### src/rtl/imem_loader_pkg.sv
// imem_loader_pkg: shared types and constants for the instruction memory loader.
//   imem_ld_state_t : loader FSM states
//   IMEM_WORD_BYTES : bytes packed into one instruction word
//   IMEM_LEN_BYTES  : bytes in the little-endian word-count prefix
package imem_loader_pkg;

   typedef enum logic [2:0] {
      IDLE  = 3'd0,
      LEN0  = 3'd1,
      LEN1  = 3'd2,
      DATA  = 3'd3,
      CSUM  = 3'd4,
      DRAIN = 3'd5,
      DONE  = 3'd6,
      ERR   = 3'd7
   } imem_ld_state_t;

   localparam int IMEM_WORD_BYTES = 4;
   localparam int IMEM_LEN_BYTES  = 2;

endpackage

### src/rtl/imem_loader_byte_packer.sv
// byte_packer: assembles little-endian 32-bit words from a byte stream.
//   clk, rst       : clock, asynchronous active-low reset
//   clr            : synchronous clear of lane counter and shift register
//   byte_valid     : in_byte is accepted this cycle
//   in_byte        : stream byte
//   word           : {b3,b2,b1,b0}, meaningful while word_valid is high
//   word_valid     : high in the cycle the 4th byte of a word is accepted
module byte_packer
   import imem_loader_pkg::*;
(
   input  logic        clk,
   input  logic        rst,
   input  logic        clr,
   input  logic        byte_valid,
   input  logic [7:0]  in_byte,
   output logic [31:0] word,
   output logic        word_valid
);

   localparam logic [1:0] LAST_LANE = 2'(IMEM_WORD_BYTES - 1);

   logic [1:0]  lane_q;
   logic [23:0] shift_q;

   // Bytes enter at the top and move down, so after b0,b1,b2 the register
   // holds {b2,b1,b0} and the arriving b3 completes the word.
   always_ff @(posedge clk or negedge rst) begin
      if (!rst) begin
         lane_q  <= '0;
         shift_q <= '0;
      end else if (clr) begin
         lane_q  <= '0;
         shift_q <= '0;
      end else if (byte_valid) begin
         lane_q  <= lane_q + 2'd1;
         shift_q <= {in_byte, shift_q[23:8]};
      end
   end

   assign word_valid = byte_valid && (lane_q == LAST_LANE);
   assign word       = {in_byte, shift_q};

endmodule

### src/rtl/imem_loader.sv
// imem_loader: boot-time instruction memory writer.
// Receives LEN0, LEN1 (word count N, little-endian), then 4N data bytes
// (each word LSB first) and writes the words to addresses 0..N-1, holding
// the core in reset until the image is in place.
// Optional macro IMEM_LOADER_CHECKSUM_EN: a trailing byte equal to the XOR
// of all data bytes is required, otherwise the load ends in ERR.
//   clk, rst          : clock, asynchronous active-low reset
//   start             : arms a load from IDLE, DONE or ERR
//   in_data/valid/ready : byte stream handshake
//   mem_we/addr/wdata : registered instruction memory write port
//   core_hold         : 1 = core held in reset
//   done / err        : load completed / load aborted
module imem_loader
   import imem_loader_pkg::*;
#(
   parameter int ADDR_W = 8
) (
   input  logic              clk,
   input  logic              rst,
   input  logic              start,
   input  logic [7:0]        in_data,
   input  logic              in_valid,
   output logic              in_ready,
   output logic              mem_we,
   output logic [ADDR_W-1:0] mem_addr,
   output logic [31:0]       mem_wdata,
   output logic              core_hold,
   output logic              done,
   output logic              err
);

   localparam int CW = 17;
   localparam logic [CW-1:0] MAX_WORDS = CW'(1) << ADDR_W;

`ifdef IMEM_LOADER_CHECKSUM_EN
   localparam imem_ld_state_t FINISH_ST = CSUM;
`else
   localparam imem_ld_state_t FINISH_ST = DRAIN;
`endif

   imem_ld_state_t    state_q;
   logic [7:0]        len_lo_q;
   logic [15:0]       len_q;
   logic [ADDR_W:0]   word_idx_q;
   logic              mem_we_q;
   logic [ADDR_W-1:0] mem_addr_q;
   logic [31:0]       mem_wdata_q;
`ifdef IMEM_LOADER_CHECKSUM_EN
   logic [7:0]        csum_q;
`endif

   logic          accept;
   logic          arm;
   logic          pk_valid;
   logic          pk_word_valid;
   logic [31:0]   pk_word;
   logic [CW-1:0] n_rx;
   logic [CW-1:0] idx_next;
   logic          last_word;

   assign in_ready  = (state_q == LEN0) || (state_q == LEN1) ||
                      (state_q == DATA) || (state_q == CSUM);
   assign core_hold = (state_q != DONE);
   assign done      = (state_q == DONE);
   assign err       = (state_q == ERR);

   assign accept   = in_valid && in_ready;
   assign arm      = start && ((state_q == IDLE) || (state_q == DONE) || (state_q == ERR));
   assign pk_valid = accept && (state_q == DATA);

   // Word count as it completes in LEN1, widened so N = 2**ADDR_W compares exactly.
   assign n_rx      = {1'b0, in_data, len_lo_q};
   assign idx_next  = CW'(word_idx_q) + CW'(1);
   assign last_word = (idx_next == {1'b0, len_q});

   byte_packer u_packer (
      .clk        (clk),
      .rst        (rst),
      .clr        (arm),
      .byte_valid (pk_valid),
      .in_byte    (in_data),
      .word       (pk_word),
      .word_valid (pk_word_valid)
   );

   always_ff @(posedge clk or negedge rst) begin
      if (!rst) begin
         state_q     <= IDLE;
         len_lo_q    <= '0;
         len_q       <= '0;
         word_idx_q  <= '0;
         mem_we_q    <= 1'b0;
         mem_addr_q  <= '0;
         mem_wdata_q <= '0;
`ifdef IMEM_LOADER_CHECKSUM_EN
         csum_q      <= '0;
`endif
      end else begin
         mem_we_q <= 1'b0;
         if (pk_word_valid) begin
            mem_we_q    <= 1'b1;
            mem_addr_q  <= word_idx_q[ADDR_W-1:0];
            mem_wdata_q <= pk_word;
            word_idx_q  <= word_idx_q + 1'b1;
         end

         case (state_q)
            IDLE, DONE, ERR: begin
               if (start) begin
                  state_q    <= LEN0;
                  word_idx_q <= '0;
`ifdef IMEM_LOADER_CHECKSUM_EN
                  csum_q     <= '0;
`endif
               end
            end
            LEN0: begin
               if (accept) begin
                  len_lo_q <= in_data;
                  state_q  <= LEN1;
               end
            end
            LEN1: begin
               if (accept) begin
                  len_q <= n_rx[15:0];
                  if (n_rx > MAX_WORDS)
                     state_q <= ERR;
                  else if (n_rx == '0)
                     state_q <= FINISH_ST;
                  else
                     state_q <= DATA;
               end
            end
            DATA: begin
               if (accept) begin
`ifdef IMEM_LOADER_CHECKSUM_EN
                  csum_q <= csum_q ^ in_data;
`endif
                  if (pk_word_valid && last_word)
                     state_q <= FINISH_ST;
               end
            end
`ifdef IMEM_LOADER_CHECKSUM_EN
            CSUM: begin
               if (accept)
                  state_q <= (in_data == csum_q) ? DRAIN : ERR;
            end
`endif
            DRAIN:   state_q <= DONE;
            default: state_q <= IDLE;
         endcase
      end
   end

   assign mem_we    = mem_we_q;
   assign mem_addr  = mem_addr_q;
   assign mem_wdata = mem_wdata_q;

endmodule

### config.mk
export PLATFORM = sky130hd
export DESIGN_NAME = imem_loader
export DESIGN_NICKNAME = d
export VERILOG_FILES = /design/src/rtl/imem_loader_pkg.sv /design/src/rtl/imem_loader_byte_packer.sv /design/src/rtl/imem_loader.sv
export SDC_FILE = /design/constraint.sdc
export NUM_CORES = 1
export LEC_CHECK = 0
export ABC_AREA = 1
export CAP_MARGIN = 20
export CORE_MARGIN = 3
export CORE_UTILIZATION = 51
export DETAILED_ROUTE_END_ITERATION = 7
export GPL_ROUTABILITY_DRIVEN = 0
export PLACE_DENSITY = 0.83
export SYNTH_ARGS = -nofsm -noshare
export SYNTH_HDL_FRONTEND = slang
export SYNTH_SLANG_ARGS = --single-unit
export TNS_END_PERCENT = 10
### constraint.sdc
create_clock -name clk -period 2.4 [get_ports clk]
set_input_delay 0.36 -clock clk [delete_from_list [all_inputs] [get_ports clk]]
set_output_delay 0.36 -clock clk [all_outputs]
set_load 0.1 [all_outputs]
==> results.yml <==
cells_and_area:
  final_area_sq_mm: 0.00536
  diodes: 0
  drive_above_1_share: 0.194
  area_growth_pct: 17.2
  utilization: 0.633
  final_nets: 581
placed_design:
  place_area_sq_mm: 0.00515
  port-buffer-count: 56
  dp_hpwl_um: 6760
timing:
  final-setup-viol-count: 0
  fin_skew_ns: 0.0114
  slew_headroom: 0.603
  hold_violations: 0
  rsz0062_at_grt: "false"
  slew_violations: 0
  fmax_ghz: 0.493
  setup_tns_ns: 0
  max_slew.worst_pin.slew_ns: 0.595
  min_period_ns: 2.03
  period_share: 0.846
floorplan:
  die_w_um: 101
  ios: 57
  die_area_sq_mm: 0.0101
  coreArea_sq_mm: 0.00846
  initial_core_util: 0.540
  die_h_um: 101
  row_count: 33
yosys:
  syn_area_sq_mm: 0.00457
  syn_inst: 511
  yosysTopAreaCell: "dfrtp_1"
  yosysSeqAreaShare: 0.564
  synthesis.nets: 525
  ys_top_cells_by_area: "dfrtp_1 (56%), nand2_1 (11%), inv_1 (5.6%)"
  synth_seq_cells: 103
  yosysTopAreaCellShare: 0.564
  synth_warnings: 0
  yosysUniqueCellTypes: 28
  postSynthAreaPerCell_sq_um: 8.95
power_and_ir_drop:
  power_density_mw_per_mm2: 945
  ir_drop_mv: 0.523
  p_leak_nw: 2.63
global_routing:
  grt_max_degree: 63
  grt_pass1_wl_um: 16300
  antenna_found_initial: 0
  grt_pass1_vias: 3444
  gr-total-overflow: 0
  grt_util_all_layers: 0.203
detailed_routing:
  drt_wl_total_um: 9620
  drt_iter0_markers: 220
  ant_nets: 0
  vias_per_cell: 5.25
  drc: 0
  wl_per_cell_um: 14.2
  firstDrtPassIters: 5
  num_vias: 3553
clock_tree:
  cts_tree: "built"
  clkSinkCount: 103
  clk_latency_ns: 0.37
  root_buffer: "clkbuf_8"
  clk_path_buf_depth: 2
  cts_max_level: 3
  cts_buffers: 9
  clk_pin_slew_worst_paths_ns: 0.10
hold_path:
  hold_start: "mem_addr[1]"
  whs_path_depth: 2
  worstHoldPathType: "reg2reg"
critical_path:
  r2r-start: "state_q[2]"
  arrival_ns: 1.67
  critical_path_class: "reg2out"
  worstPathMaxFanout: 7
  crit_path_start_kind: "register"
  critPathCaptureType: "output pin"
  r2r_cells: 11
  required_ns: 2.04
  worstSetupStartpoint: "state_q[2]"
outcome:
  status: "finished clean"
flow_run:
  max_cap_violations: 0
==> metal layers <==
metal | up-vias | track usage | wire length (um)
li1 | 1755 | - | -
met1 | 1683 | 0.259 | 4140
met2 | 97 | 0.330 | 4740
met3 | 18 | 0.0671 | 558
met4 | 0 | 0.0591 | 181
met5 | - | 0 | 0
==> registers in the layout, indices dropped and copies added (netlist names) <==
name	cells
state_q	3
len_q	16
u_packer.shift_q	24
mem_wdata	32
len_lo_q	8
word_idx_q	9
mem_we	1
mem_addr	8
u_packer.lane_q	2
==> final cells by class <==
| type | count | area, sq um |
|---|---|---|
| repair buffers | 64 | 558 |
| clock inverters | 7 | 72.6 |
| clock buffers | 9 | 124 |
| inverters | 74 | 278 |
| well taps | 105 | 131 |
| fillers | 676 | 3110 |
| multi-input cells | 315 | 1620 |
| flip-flops and latches | 103 | 2580 |
==> logic make-up after synthesis <==
group           share of synthesized area
simple gates                        0.185
fa+ha+maj                         0.00547
flops                               0.564
buf+inv                            0.0843
compound gates                      0.161
==> power by group <==
group,internal (mW),switching [mW]
Clock,0.414,0.653
Combinational,0.567,1.14
Sequential,2.07,0.217
==> worst paths after layout <==
path                                       end  slack, ns
setup / recovery                      in_ready       0.37
hold / removal                     mem_addr[1]       0.48
setup reg to reg           u_packer.shift_q[3]       0.52
hold reg to reg                    mem_addr[1]       0.48
max in group asynchronous        mem_wdata[22]       1.22
min in group asynchronous        mem_wdata[28]       0.53
==> per-stage QoR <==
step	instances	setup slack [ns]	hold slack, ns	power (mW)
after detailed placement	660	0.460	0.407	4.03
final	677	0.370	0.485	5.06
after CTS	677	0.357	0.487	5.10
after global placement	660	0.516	0.392	3.95
after global routing	677	0.234	0.519	5.42
after floorplan	511	-0.108	0.0644	3.57
==> critical path, cell delays in order, from the launching register on <==
cell and delay [ns]:
dfrtp_1 0.51, inv_2 0.11, nor2_1 0.14, nor2_1 0.07, inv_2 0.07, nor2_1 0.05, a21oi_2 0.16, buf_12 0.19
==> Yosys cell counts, drive strengths merged <==
cell	n
inv	74
nand3	23
nand3b	2
o31ai	1
o21bai	1
o21ai	72
buf	9
dfrtp	103
a21oi	8
ha	2
a22oi	1
clkbuf	10
nand4	4
nor2	36
o22ai	23
o211ai	4
a22o	1
nand2	137
==> cells in the final DEF (no fill, tap or decap), types with 2 or more instances in the layout <==
cell | Yosys | routed
nor2_1 | 30 | 29
nand3_1 | 22 | 22
o22ai_2 | 20 | 20
o22ai_1 | 3 | 3
clkbuf_8 | 0 | 9
a21oi_2 | 1 | 2
a21oi_1 | 7 | 6
clkdlybuf4s50_1 | 0 | 10
buf_12 | 0 | 4
ha_1 | 2 | 2
o21ai_0 | 43 | 43
inv_2 | 6 | 6
nor2_4 | 2 | 2
inv_8 | 0 | 3
nor2_2 | 4 | 5
o211ai_1 | 4 | 4
inv_1 | 68 | 68
nand2_1 | 132 | 132
nand2_2 | 5 | 5
dfrtp_1 | 103 | 103
o21ai_1 | 28 | 28
nand4_1 | 4 | 4
inv_6 | 0 | 2
nand3b_1 | 2 | 2
buf_4 | 0 | 49
==> repair_timing <==
item,4_1_cts,5_1_grt
hold buffers,1,0
endpoints found under the setup margin,0,0
hold endpoints to repair,4,0
setup buffers,0,0
gates resized for setup,0,0
No activity file was read; power rests on OpenSTA's default activity.
